`src/rtl/lsu_riscv_if.sv`:
```
// lsu_riscv_if: core-side and data-memory-side signals of the load-store unit.
//   slave  : LSU view (core request + memory response in, formatted data/memory request out)
//   master : environment view (core + memory model driving the LSU)
interface lsu_riscv_if;
  logic        core_req_i;
  logic        core_we_i;
  logic [2:0]  core_size_i;
  logic [31:0] core_addr_i;
  logic [31:0] core_wd_i;
  logic [31:0] core_rd_o;
  logic        core_stall_o;
  logic        misaligned_o;
  logic        fault_o;
  logic        mem_req_o;
  logic        mem_we_o;
  logic [3:0]  mem_be_o;
  logic [31:0] mem_addr_o;
  logic [31:0] mem_wd_o;
  logic [31:0] mem_rd_i;
  logic        mem_ready_i;

  modport slave (
    input  core_req_i, core_we_i, core_size_i, core_addr_i, core_wd_i,
    input  mem_rd_i, mem_ready_i,
    output core_rd_o, core_stall_o, misaligned_o, fault_o,
    output mem_req_o, mem_we_o, mem_be_o, mem_addr_o, mem_wd_o
  );

  modport master (
    output core_req_i, core_we_i, core_size_i, core_addr_i, core_wd_i,
    output mem_rd_i, mem_ready_i,
    input  core_rd_o, core_stall_o, misaligned_o, fault_o,
    input  mem_req_o, mem_we_o, mem_be_o, mem_addr_o, mem_wd_o
  );
endinterface

```
`src/rtl/lsu_riscv.sv`:
```
// lsu_riscv: load-store unit between the core datapath and the data-memory port.
//   clk_i, rst_i : core clock, synchronous active-high reset
//   bus          : lsu_riscv_if.slave
//     core_*     : request (req/we/size/addr/wd) in; formatted load data, stall out
//     misaligned_o / fault_o : one-cycle misaligned-access / timeout flags
//     mem_*      : memory request, byte enables, lane-replicated write data; read data + ready in
// IDLE drives the memory port straight from the core inputs; BUSY replays the
// latched request until mem_ready_i or the timeout counter expires.
module lsu_riscv #(
  parameter int unsigned TIMEOUT_CYCLES = 255
) (
  input logic       clk_i,
  input logic       rst_i,
  lsu_riscv_if.slave bus
);

  localparam int unsigned CNT_W = (TIMEOUT_CYCLES > 1) ? $clog2(TIMEOUT_CYCLES) : 1;
  localparam logic [CNT_W-1:0] CNT_LAST = CNT_W'(TIMEOUT_CYCLES - 1);
  localparam bit TMO_EN = (TIMEOUT_CYCLES != 0);

  localparam logic [0:0] IDLE = 1'b0;
  localparam logic [0:0] BUSY = 1'b1;

  localparam logic [2:0] LDST_B  = 3'd0;
  localparam logic [2:0] LDST_H  = 3'd1;
  localparam logic [2:0] LDST_W  = 3'd2;
  localparam logic [2:0] LDST_BU = 3'd4;
  localparam logic [2:0] LDST_HU = 3'd5;

  function automatic logic is_byte(input logic [2:0] size);
    return (size == LDST_B) || (size == LDST_BU);
  endfunction

  function automatic logic is_half(input logic [2:0] size);
    return (size == LDST_H) || (size == LDST_HU);
  endfunction

  // Unlisted size codes fall through to word behaviour everywhere.
  function automatic logic misaligned(input logic [2:0] size, input logic [1:0] off);
    if (is_half(size)) return off[0];
    if (is_byte(size)) return 1'b0;
    return off != 2'd0;
  endfunction

  function automatic logic [3:0] byte_en(input logic [2:0] size, input logic [1:0] off);
    if (is_byte(size)) return 4'b0001 << off;
    if (is_half(size)) return off[1] ? 4'b1100 : 4'b0011;
    return 4'b1111;
  endfunction

  function automatic logic [31:0] wr_data(input logic [2:0] size, input logic [31:0] wd);
    if (is_byte(size)) return {4{wd[7:0]}};
    if (is_half(size)) return {2{wd[15:0]}};
    return wd;
  endfunction

  function automatic logic [31:0] rd_data(input logic [2:0] size, input logic [1:0] off,
                                          input logic [31:0] rd);
    logic [7:0]  b;
    logic [15:0] h;
    logic [31:0] r;
    b = rd[{off, 3'b000} +: 8];
    h = off[1] ? rd[31:16] : rd[15:0];
    case (size)
      LDST_B:  r = {{24{b[7]}}, b};
      LDST_BU: r = {24'd0, b};
      LDST_H:  r = {{16{h[15]}}, h};
      LDST_HU: r = {16'd0, h};
      LDST_W:  r = rd;
      default: r = rd;
    endcase
    return r;
  endfunction

  logic [0:0]       state_q, state_d;
  logic [CNT_W-1:0] cnt_q, cnt_d;
  logic [31:0]      lat_addr_q, lat_wd_q;
  logic             lat_we_q;
  logic [2:0]       lat_size_q;
  logic             accept;

  logic [31:0] rd_c, addr_c, wd_c;
  logic [3:0]  be_c;
  logic        stall_c, mis_c, fault_c, req_c, we_c;

  // State, timeout counter and latched request.
  always_ff @(posedge clk_i) begin
    if (rst_i) begin
      state_q    <= IDLE;
      cnt_q      <= '0;
      lat_addr_q <= '0;
      lat_wd_q   <= '0;
      lat_we_q   <= 1'b0;
      lat_size_q <= '0;
    end else begin
      state_q <= state_d;
      cnt_q   <= cnt_d;
      if (accept) begin
        lat_addr_q <= bus.core_addr_i;
        lat_wd_q   <= bus.core_wd_i;
        lat_we_q   <= bus.core_we_i;
        lat_size_q <= bus.core_size_i;
      end
    end
  end

  // Next state and outputs; everything stays 0 while reset is held.
  always_comb begin
    state_d = state_q;
    cnt_d   = cnt_q;
    accept  = 1'b0;
    rd_c    = '0;
    stall_c = 1'b0;
    mis_c   = 1'b0;
    fault_c = 1'b0;
    req_c   = 1'b0;
    we_c    = 1'b0;
    be_c    = '0;
    addr_c  = '0;
    wd_c    = '0;
    if (!rst_i) begin
      case (state_q)
        IDLE: begin
          if (bus.core_req_i) begin
            if (misaligned(bus.core_size_i, bus.core_addr_i[1:0])) begin
              mis_c = 1'b1;
            end else begin
              accept  = 1'b1;
              req_c   = 1'b1;
              stall_c = 1'b1;
              we_c    = bus.core_we_i;
              addr_c  = bus.core_addr_i;
              be_c    = byte_en(bus.core_size_i, bus.core_addr_i[1:0]);
              wd_c    = wr_data(bus.core_size_i, bus.core_wd_i);
              cnt_d   = '0;
              state_d = BUSY;
            end
          end
        end
        default: begin
          req_c  = 1'b1;
          we_c   = lat_we_q;
          addr_c = lat_addr_q;
          be_c   = byte_en(lat_size_q, lat_addr_q[1:0]);
          wd_c   = wr_data(lat_size_q, lat_wd_q);
          cnt_d  = cnt_q + CNT_W'(1);
          // A ready arriving in the last allowed cycle beats the timeout.
          if (bus.mem_ready_i) begin
            state_d = IDLE;
            if (!lat_we_q) rd_c = rd_data(lat_size_q, lat_addr_q[1:0], bus.mem_rd_i);
          end else if (TMO_EN && (cnt_q == CNT_LAST)) begin
            fault_c = 1'b1;
            req_c   = 1'b0;
            state_d = IDLE;
          end else begin
            stall_c = 1'b1;
          end
        end
      endcase
    end
  end

  assign bus.core_rd_o    = rd_c;
  assign bus.core_stall_o = stall_c;
  assign bus.misaligned_o = mis_c;
  assign bus.fault_o      = fault_c;
  assign bus.mem_req_o    = req_c;
  assign bus.mem_we_o     = we_c;
  assign bus.mem_be_o     = be_c;
  assign bus.mem_addr_o   = addr_c;
  assign bus.mem_wd_o     = wd_c;

endmodule

```
`src/flat_wrapper.sv`:
```
// flat-port wrapper written by rule: the top's interface ports become plain ports
module lsu_riscv_flat 
#(
  parameter int unsigned TIMEOUT_CYCLES = 255
)
  (clk_i, rst_i, bus_core_req_i, bus_core_we_i, bus_core_size_i, bus_core_addr_i, bus_core_wd_i, bus_mem_rd_i, bus_mem_ready_i, bus_core_rd_o, bus_core_stall_o, bus_misaligned_o, bus_fault_o, bus_mem_req_o, bus_mem_we_o, bus_mem_be_o, bus_mem_addr_o, bus_mem_wd_o);
  lsu_riscv_if bus_i ();
  input logic clk_i;
  input logic rst_i;
  input wire logic [$bits(bus_i.core_req_i)-1:0] bus_core_req_i;
  input wire logic [$bits(bus_i.core_we_i)-1:0] bus_core_we_i;
  input wire logic [$bits(bus_i.core_size_i)-1:0] bus_core_size_i;
  input wire logic [$bits(bus_i.core_addr_i)-1:0] bus_core_addr_i;
  input wire logic [$bits(bus_i.core_wd_i)-1:0] bus_core_wd_i;
  input wire logic [$bits(bus_i.mem_rd_i)-1:0] bus_mem_rd_i;
  input wire logic [$bits(bus_i.mem_ready_i)-1:0] bus_mem_ready_i;
  output wire logic [$bits(bus_i.core_rd_o)-1:0] bus_core_rd_o;
  output wire logic [$bits(bus_i.core_stall_o)-1:0] bus_core_stall_o;
  output wire logic [$bits(bus_i.misaligned_o)-1:0] bus_misaligned_o;
  output wire logic [$bits(bus_i.fault_o)-1:0] bus_fault_o;
  output wire logic [$bits(bus_i.mem_req_o)-1:0] bus_mem_req_o;
  output wire logic [$bits(bus_i.mem_we_o)-1:0] bus_mem_we_o;
  output wire logic [$bits(bus_i.mem_be_o)-1:0] bus_mem_be_o;
  output wire logic [$bits(bus_i.mem_addr_o)-1:0] bus_mem_addr_o;
  output wire logic [$bits(bus_i.mem_wd_o)-1:0] bus_mem_wd_o;
  assign bus_i.core_req_i = bus_core_req_i;
  assign bus_i.core_we_i = bus_core_we_i;
  assign bus_i.core_size_i = bus_core_size_i;
  assign bus_i.core_addr_i = bus_core_addr_i;
  assign bus_i.core_wd_i = bus_core_wd_i;
  assign bus_i.mem_rd_i = bus_mem_rd_i;
  assign bus_i.mem_ready_i = bus_mem_ready_i;
  assign bus_core_rd_o = bus_i.core_rd_o;
  assign bus_core_stall_o = bus_i.core_stall_o;
  assign bus_misaligned_o = bus_i.misaligned_o;
  assign bus_fault_o = bus_i.fault_o;
  assign bus_mem_req_o = bus_i.mem_req_o;
  assign bus_mem_we_o = bus_i.mem_we_o;
  assign bus_mem_be_o = bus_i.mem_be_o;
  assign bus_mem_addr_o = bus_i.mem_addr_o;
  assign bus_mem_wd_o = bus_i.mem_wd_o;
  lsu_riscv #(.TIMEOUT_CYCLES(TIMEOUT_CYCLES)) u_core (.clk_i(clk_i), .rst_i(rst_i), .bus(bus_i));
endmodule
```
`config.mk`:
```
export PLATFORM = sky130hd
export DESIGN_NAME = lsu_riscv_flat
export DESIGN_NICKNAME = d
export VERILOG_FILES = /design/src/rtl/lsu_riscv_if.sv /design/src/rtl/lsu_riscv.sv /design/src/flat_wrapper.sv
export SDC_FILE = /design/constraint.sdc
export NUM_CORES = 1
export LEC_CHECK = 0
export BUFFER_PORTS_ARGS = -buffer_cell sky130_fd_sc_hd__buf_2
export CAP_MARGIN = 20
export CORE_MARGIN = 2
export CORE_UTILIZATION = 45
export CTS_BUF_LIST = sky130_fd_sc_hd__clkbuf_8
export CTS_CLUSTER_SIZE = 24
export DETAILED_ROUTE_END_ITERATION = 6
export PLACE_DENSITY = 0.87
export SLEW_MARGIN = 20
export SYNTH_ARGS = -nofsm -noshare
export SYNTH_HDL_FRONTEND = slang
export SYNTH_SLANG_ARGS = --single-unit
```
`constraint.sdc`:
```
create_clock -name clk_i -period 2.1 [get_ports clk_i]
set_clock_uncertainty 0.15 [all_clocks]
set_input_delay 0.42 -clock clk_i [delete_from_list [all_inputs] [get_ports clk_i]]
set_output_delay 0.42 -clock clk_i [all_outputs]
set_load 0.02 [all_outputs]
```
==> reports/metrics.cfg, run 1 <==
[synth]
async_reset_ff_share_pct = 0
yosysWarningCount = 0
ys_types = 52
synth_area_per_cell_um2 = 7.69
synth_fp_nets = 750
synth_edf_count = 0
netlist_area_um2 = 4950
synth_top_flop_cell = dfxtp_1
ys_ff_latch = 77
syn_inst = 644
synth.yosys.seq_area_share_pct = 31.1

[route]
drc = 0
dr_wl_met2_mm = 10.9
num_vias = 6529
dr.pass1.iters = 7
drt_iter0_markers = 845
avgViaCountPerCell = 6.39
finalWirelength_mm = 22.9
wl_met3_mm = 2.36
antenna_left = 0
wl_per_cell_um = 22.4
top_layer = met5
wirelength_met1_mm = 7.84

[critical_path]
crit_required_ns = 1.53
critPathKind = flip-flop to output port
r2r_start = u_core.state_q$_DFF_P_
r2r_end = u_core.lat_wd_q[7]$_SDFFE_PP0P_
worstPathArrival_ns = 1.89
worstSetupEndpointType = output port
reg2reg_slack_ns = 0.02
crit_path_max_fanout = 7
startpoint_type = flip-flop
worstRegToRegCells = 9

[global_route]
track_usage_pct = 33.5
grt_max_degree = 47
globalRouteOverflowTotal = 0
grt_pass1_vias = 6067
grt_pass1_wl_mm = 30.9
antenna_found_initial = 2

[power]
p_sw_share_pct = 33.9
pwr-share-clk_pct = 30.5
p_int_w = 0.00284
power_frac_comb_pct = 32.0
power_density_nw_per_um2 = 529
ir_drop_mv = 0.385
p_seq_share_pct = 37.5
total_power_w = 0.00429
switching_power_w = 0.00146
leakage_nw = 3.47

[place]
port_buffers = 208
placed_cells = 989
routabilityCongestion = 0.908
hpwl_mm = 11.9
dpl-instance-area_um2 = 6590

[sta]
relSlewSlack_pct = 64.5
max_freq_mhz = 406
fin_crit_sh_pct = 117
finalHoldViolCount = 0
rsz0062_at_grt = true
period_minus_slack_ns = 2.46
setup_violations = 105
setup_ws_ns = -0.362
finalMaxSlewViolations = 0
tightestPinTransition_ns = 0.519
holdWs_ns = 0.158

[die]
fp.dieW_um = 109
coreArea_um2 = 10800
fp.dieArea_um2 = 11900
initial_core_util_pct = 45.9
ios = 209
core.rowCount = 38
die_height_um = 109

[min_path]
hold_end = u_core.lat_wd_q[23]$_SDFFE_PP0P_
hold_path_class = input port to flip-flop
whs_path_depth = 3
hp-start = bus_core_wd_i[23]

[job]
cap_violations = 0

[cts]
clockBufferDepth = 2
numClockSinks = 77
cts_tree = built
path_clk_slew_ns = 0.11
cts_made_buffers = 9
root_buffer = clkbuf_8
cts_hold_buf = 0
clk_latency_ns = 0.35
htreeDepth = 3

[cells_and_area]
instances_no_fill = 1022
drive_above_1_share_pct = 46.0
nets = 981
finish.utilization_pct = 75.2
stdcell_area_um2 = 8120
syn_to_final_growth_pct = 63.9

[outcome]
violations = setup timing
status = finished with violations

==> what timing repair did <==
item | CTS | global route
pin swaps | 14 | 27
endpoints found under the setup margin | 105 | 112
setup buffers | 3 | 4
cloned | 2 | 7
gates resized for setup | 207 | 68
==> power groups by stage <==
stage	Clock (W)	Combinational (W)	Sequential [W]
2_1_floorplan	0	0.000643	0.00160
3_3_place_gp	0	0.000996	0.00162
3_5_place_dp	0	0.00101	0.00162
4_1_cts	0.00129	0.00117	0.00159
5_1_grt	0.00138	0.00144	0.00162
6_report	0.00131	0.00137	0.00161
==> state kept, by name (all words and copies together) (netlist names) <==
name               count
u_core.cnt_q           8
u_core.lat_addr_q     32
u_core.lat_size_q      3
u_core.lat_wd_q       32
u_core.lat_we_q        1
u_core.state_q         1
==> logic make-up after synthesis <==
kind of cell	share of synthesized area [%]
compound gates	28.9
simple gates	18.9
flops	31.1
buf+inv	6.92
mux	12.5
xor+xnor	1.06
fa+ha+maj	0.505
==> cells in the final DEF (no fill, tap or decap), drive strengths merged, types with 15 or more instances in the layout <==
master / netlist / layout
buf: 41 / 278
nand2: 140 / 140
a21oi: 101 / 101
dfxtp: 77 / 77
mux2i: 50 / 50
a22o: 48 / 48
nor2: 35 / 35
o22ai: 26 / 26
a21o: 17 / 17
clkbuf: 22 / 15
==> worst max-delay path by stage <==
stage	start	cells past startpoint	slack (ns)	endpoint
2_1_floorplan	bus_core_addr_i[0]	8	-0.05	bus_mem_wd_o[13]
3_3_place_gp	bus_mem_rd_i[7]	6	-0.22	bus_core_rd_o[18]
3_5_place_dp	bus_mem_rd_i[7]	6	-0.29	bus_core_rd_o[18]
4_1_cts	u_core.lat_addr_q[1]$_SDFFE_PP0P_	5	-0.31	bus_core_rd_o[14]
5_1_grt	u_core.lat_addr_q[1]$_SDFFE_PP0P_	5	-0.41	bus_core_rd_o[9]
6_report	u_core.lat_addr_q[1]$_SDFFE_PP0P_	5	-0.36	bus_core_rd_o[10]
==> cells in the mapped netlist, types with 2 or more instances <==
| library cell | number | area [um^2] |
|---|---|---|
| nor2_4 | 3 | 33.8 |
| dfxtp_1 | 77 | 1540 |
| nor2_2 | 2 | 12.5 |
| nand4_1 | 2 | 12.5 |
| ha_1 | 2 | 25.0 |
| o21a_1 | 2 | 15.0 |
| o22ai_1 | 26 | 163 |
| or3_1 | 3 | 18.8 |
| mux2_4 | 2 | 30.0 |
| nand2b_1 | 4 | 25.0 |
| mux2_2 | 6 | 67.6 |
| buf_4 | 3 | 22.5 |
| nand3_1 | 4 | 20.0 |
| nor2b_1 | 4 | 25.0 |
| a22o_1 | 48 | 420 |
| a22oi_1 | 8 | 60.1 |
| buf_2 | 33 | 165 |
| mux2i_1 | 50 | 500 |
| clkbuf_1 | 21 | 78.8 |
| xnor2_1 | 3 | 26.3 |
| nor3b_1 | 2 | 15.0 |
| buf_6 | 4 | 45.0 |
| xor2_1 | 3 | 26.3 |
| or4_1 | 2 | 15.0 |
| o21ai_0 | 3 | 15.0 |
| a222oi_1 | 6 | 60.1 |
| nand2_1 | 140 | 526 |
| a21oi_1 | 100 | 500 |
| inv_1 | 5 | 18.8 |
| a21o_1 | 17 | 128 |
| o21ai_1 | 2 | 10.0 |
| nor3_1 | 8 | 40.0 |
| nor2_1 | 30 | 113 |
==> final cells by class <==
cell class / count / area (um^2)
fillers: 694 / 2680
flip-flops and latches: 77 / 1560
clock inverters: 6 / 86.3
inverters: 6 / 23.8
repair buffers: 283 / 2390
well taps: 140 / 175
multi-input cells: 498 / 3740
clock buffers: 10 / 138
diodes: 2 / 5.00
==> metal layers <==
layer / track usage [%] / vias to the layer above
li1: - / 2783
met3: 10.9 / 171
met4: 24.8 / 2
met2: 54.5 / 541
met1: 36.3 / 3032
met5: 0 / -
==> metrics by stage <==
step | worst slack [ns] | TNS, ns
3_5_place_dp | -0.291 | -8.47
5_1_grt | -0.408 | -33.28
6_report | -0.362 | -28.18
3_3_place_gp | -0.221 | -6.58
2_1_floorplan | -0.0508 | -0.408
4_1_cts | -0.306 | -23.87
==> critical path: stages (launching register included) <==
cell and delay (ns):
dfxtp_4 0.37, mux2_4 0.25, mux2i_4 0.08, or4_4 0.52
a21oi_2 0.17, buf_4 0.16
No activity file was read; power rests on OpenSTA's default activity.
==> run 2: changes to the inputs <==
==> constraint.sdc (replaced) <==
create_clock -name clk_i -period 2.1 [get_ports clk_i]
set_clock_uncertainty 0.15 [all_clocks]
set_input_delay 0.105 -clock clk_i [delete_from_list [all_inputs] [get_ports clk_i]]
set_output_delay 0.105 -clock clk_i [all_outputs]
set_load 0.02 [all_outputs]
==> run 2 against run 1 <==
  * The flow still finishes with violations (setup timing)
  * Global-route usage fell by 4.0 points
  * Via count decreased by 3.3%
  * Cell area down 9.2%
  * Die area did not move
  * First-iteration DRC count fell by 18%
  * Clock power decreased by 30%
  * Worst setup slack gained 0.34 ns
  * Sequential cell count unchanged
  * Highest routed layer is now met4
==> reports/metrics.cfg, run 2 (synthesized netlist as in run 1, its figures left out) <==
[outcome]
status = finished with violations
violations = setup timing

[route]
wl_per_cell_um = 18.4  ; -18%
dr_wl_met2_mm = 9.46  ; -13%
wirelength_met1_mm = 6.94  ; -11%
drt_iter0_markers = 689  ; -18%
antenna_left = 0  ; unchanged
wl_met3_mm = 2.03  ; -14%
drc = 0  ; unchanged
dr.pass1.iters = 6  ; -1
avgViaCountPerCell = 6.01  ; -5.9%
num_vias = 6315  ; -3.3%
finalWirelength_mm = 19.3  ; -16%
top_layer = met4

[sta]
max_freq_mhz = 472  ; +16%
fin_crit_sh_pct = 101  ; -16 points
period_minus_slack_ns = 2.12  ; -0.344 ns
setup_violations = 1  ; -99%
finalHoldViolCount = 0  ; unchanged
rsz0062_at_grt = true
tightestPinTransition_ns = 0.784  ; +0.265 ns
finalMaxSlewViolations = 0  ; unchanged
setup_ws_ns = -0.0178  ; +0.344 ns
relSlewSlack_pct = 47.7  ; -17 points

[cells_and_area]
multi_input_area_um2 = 3190  ; -15%
drive_above_1_share_pct = 32.9  ; -13 points
final_common_cell = buf_2
n_antenna_cell = 0  ; -2
instances_no_fill = 1051  ; +2.8%
finish.utilization_pct = 68.3  ; -6.9 points
register_area_um2 = 1560  ; -0.16%
syn_to_final_growth_pct = 48.9
fillers = 825  ; +19%
nets = 1014  ; +3.4%
layout_common_cells = buf_2 (181), nand2_1 (140), a21oi_1 (95), dlygate4sd3_1 (72), dfxtp_1 (71)
reg_top3 = u_core.lat_addr_q (32), u_core.lat_wd_q (32), u_core.cnt_q (8)

[min_path]
hold_end = u_core.lat_size_q[0]$_SDFFE_PP0P_
hp-start = bus_core_size_i[0]
hold_path_class = input port to flip-flop
whs_path_depth = 4  ; +1

[power]
leakage_nw = 3.41  ; -1.6%
power_density_nw_per_um2 = 496  ; -6.3%
ir_drop_mv = 0.434  ; +13%

[critical_path]
crit_family = simple AND/OR/NAND/NOR gates
max_stage_delay_ns = 0.49  ; -0.03 ns
cpMaxStageDelayCell = or4_4
worstSetupEndpointType = output port
startpoint_type = flip-flop
reg2reg_slack_ns = 0.13  ; +0.11 ns
path_buf_inv = 1  ; unchanged
crit_path_max_fanout = 7  ; unchanged
crit_required_ns = 1.85  ; +0.32 ns
r2r_end = u_core.lat_size_q[2]$_SDFFE_PP0P_
path_cells = mux2_4, mux2i_4, or4_4, a21oi_1, buf_4
critPathKind = flip-flop to output port
worstPathArrival_ns = 1.86  ; -0.03 ns
worstRegToRegCells = 6  ; -3
r2r_start = u_core.state_q$_DFF_P_

[place]
routabilityCongestion = 0.877  ; -3.5%
placed_cells = 952  ; -3.7%
pre_cts_ws_ns = 0.114  ; +0.405 ns
port_buffers = 208  ; unchanged
hpwl_mm = 10.9  ; -8.3%

[cts]
cts_tree = built
root_buffer = clkbuf_8
path_clk_slew_ns = 0.08  ; -0.03 ns
clk_latency_ns = 0.34  ; about the same
htreeDepth = 3  ; unchanged
cts_made_buffers = 9  ; unchanged
clockBufferDepth = 2  ; unchanged
numClockSinks = 77  ; unchanged

[die]
core.rowCount = 38  ; unchanged
coreArea_um2 = 10800  ; unchanged
initial_core_util_pct = 45.9  ; unchanged
fp.dieArea_um2 = 11900  ; unchanged
ios = 209  ; unchanged
fp.dieW_um = 109  ; unchanged
die_height_um = 109  ; unchanged

[job]
cap_violations = 0  ; unchanged

[global_route]
grt_pass1_vias = 5712  ; -5.9%
globalRouteOverflowTotal = 0  ; unchanged
track_usage_pct = 29.5  ; -4.0 points
antenna_found_initial = 1  ; -1
grt_pass1_wl_mm = 27.8  ; -10%
grt_max_degree = 74  ; +57%

## run 2: changes by cell type in the layout (fill, tap and decap cells not counted), sizes merged, moves of 2 or more
cell,delta
inv,+2
dlygate4sd3,+72
clkbuf,-3
diode,-2
bufinv,-2
buf,-37
## run 2: how the worst max path moves through the flow
| stage | start | endpoint | slack (ns) | cells after the start |
|---|---|---|---|---|
| finish | u_core.lat_addr_q[1]$_SDFFE_PP0P_ | bus_core_rd_o[11] | -0.02 | 5 |
| global route | u_core.state_q$_DFF_P_ | bus_mem_addr_o[15] | -0.07 | 8 |
| CTS | u_core.lat_addr_q[1]$_SDFFE_PP0P_ | bus_core_rd_o[11] | -0.02 | 5 |
| detailed placement | u_core.lat_addr_q[0]$_SDFFE_PP0P_ | bus_core_rd_o[19] | 0.11 | 5 |
| global placement | u_core.lat_addr_q[0]$_SDFFE_PP0P_ | bus_core_rd_o[20] | 0.20 | 5 |
| floorplan | u_core.lat_size_q[0]$_SDFFE_PP0P_ | bus_core_rd_o[3] | 0.26 | 4 |
## run 2: metal layers
layer | vias to the layer above | global-route usage [%]
met5 | - | 0
met1 | 2918 | 33.2
met2 | 454 | 50.0
met4 | 0 | 16.8
li1 | 2845 | -
met3 | 98 | 8.31
## run 2: layout make-up
cell class / instances / share of cell area [%]
Tap cell: 140 / 2.38
Inverter: 6 / 0.322
Multi-Input combinational cell: 498 / 43.2
Clock buffer: 9 / 1.68
Timing Repair Buffer: 316 / 30.9
Clock inverter: 5 / 0.305
Sequential cell: 77 / 21.2
## run 2: through the flow
step	hold slack [ns]	total power, W	setup TNS, ns	cell area (um^2)
2_1_floorplan	0.0910	0.00219	0	4950
3_3_place_gp	0.205	0.00251	0	6090
3_5_place_dp	0.213	0.00253	0	6090
4_1_cts	0.0693	0.00357	-0.0180	7030
5_1_grt	0.0874	0.00383	-2.30	7370
6_report	0.101	0.00366	-0.0178	7370
## run 2: where the power goes
| group | total, W | internal [W] | switching [W] | leakage [nW] |
|---|---|---|---|---|
| Sequential | 0.00160 | 0.00153 | 0.0000646 | 0.632 |
| Clock | 0.000922 | 0.000402 | 0.000521 | 0.0871 |
| Combinational | 0.00114 | 0.000512 | 0.000625 | 2.69 |
## run 2: worst min-delay path: stages
cell	delay [ns]
buf_2	0.11
buf_4	0.20
nand2_1	0.08
a21oi_1	0.05
## run 2: what timing repair did
action | CTS | global route
pin swaps | 3 | 9
endpoints found under the hold margin | 69 | 0
gates cloned | 0 | 4
resized for setup | 18 | 66
endpoints found under the setup margin | 47 | 62
buffers inserted | 4 | 5
hold buffers | 72 | 0
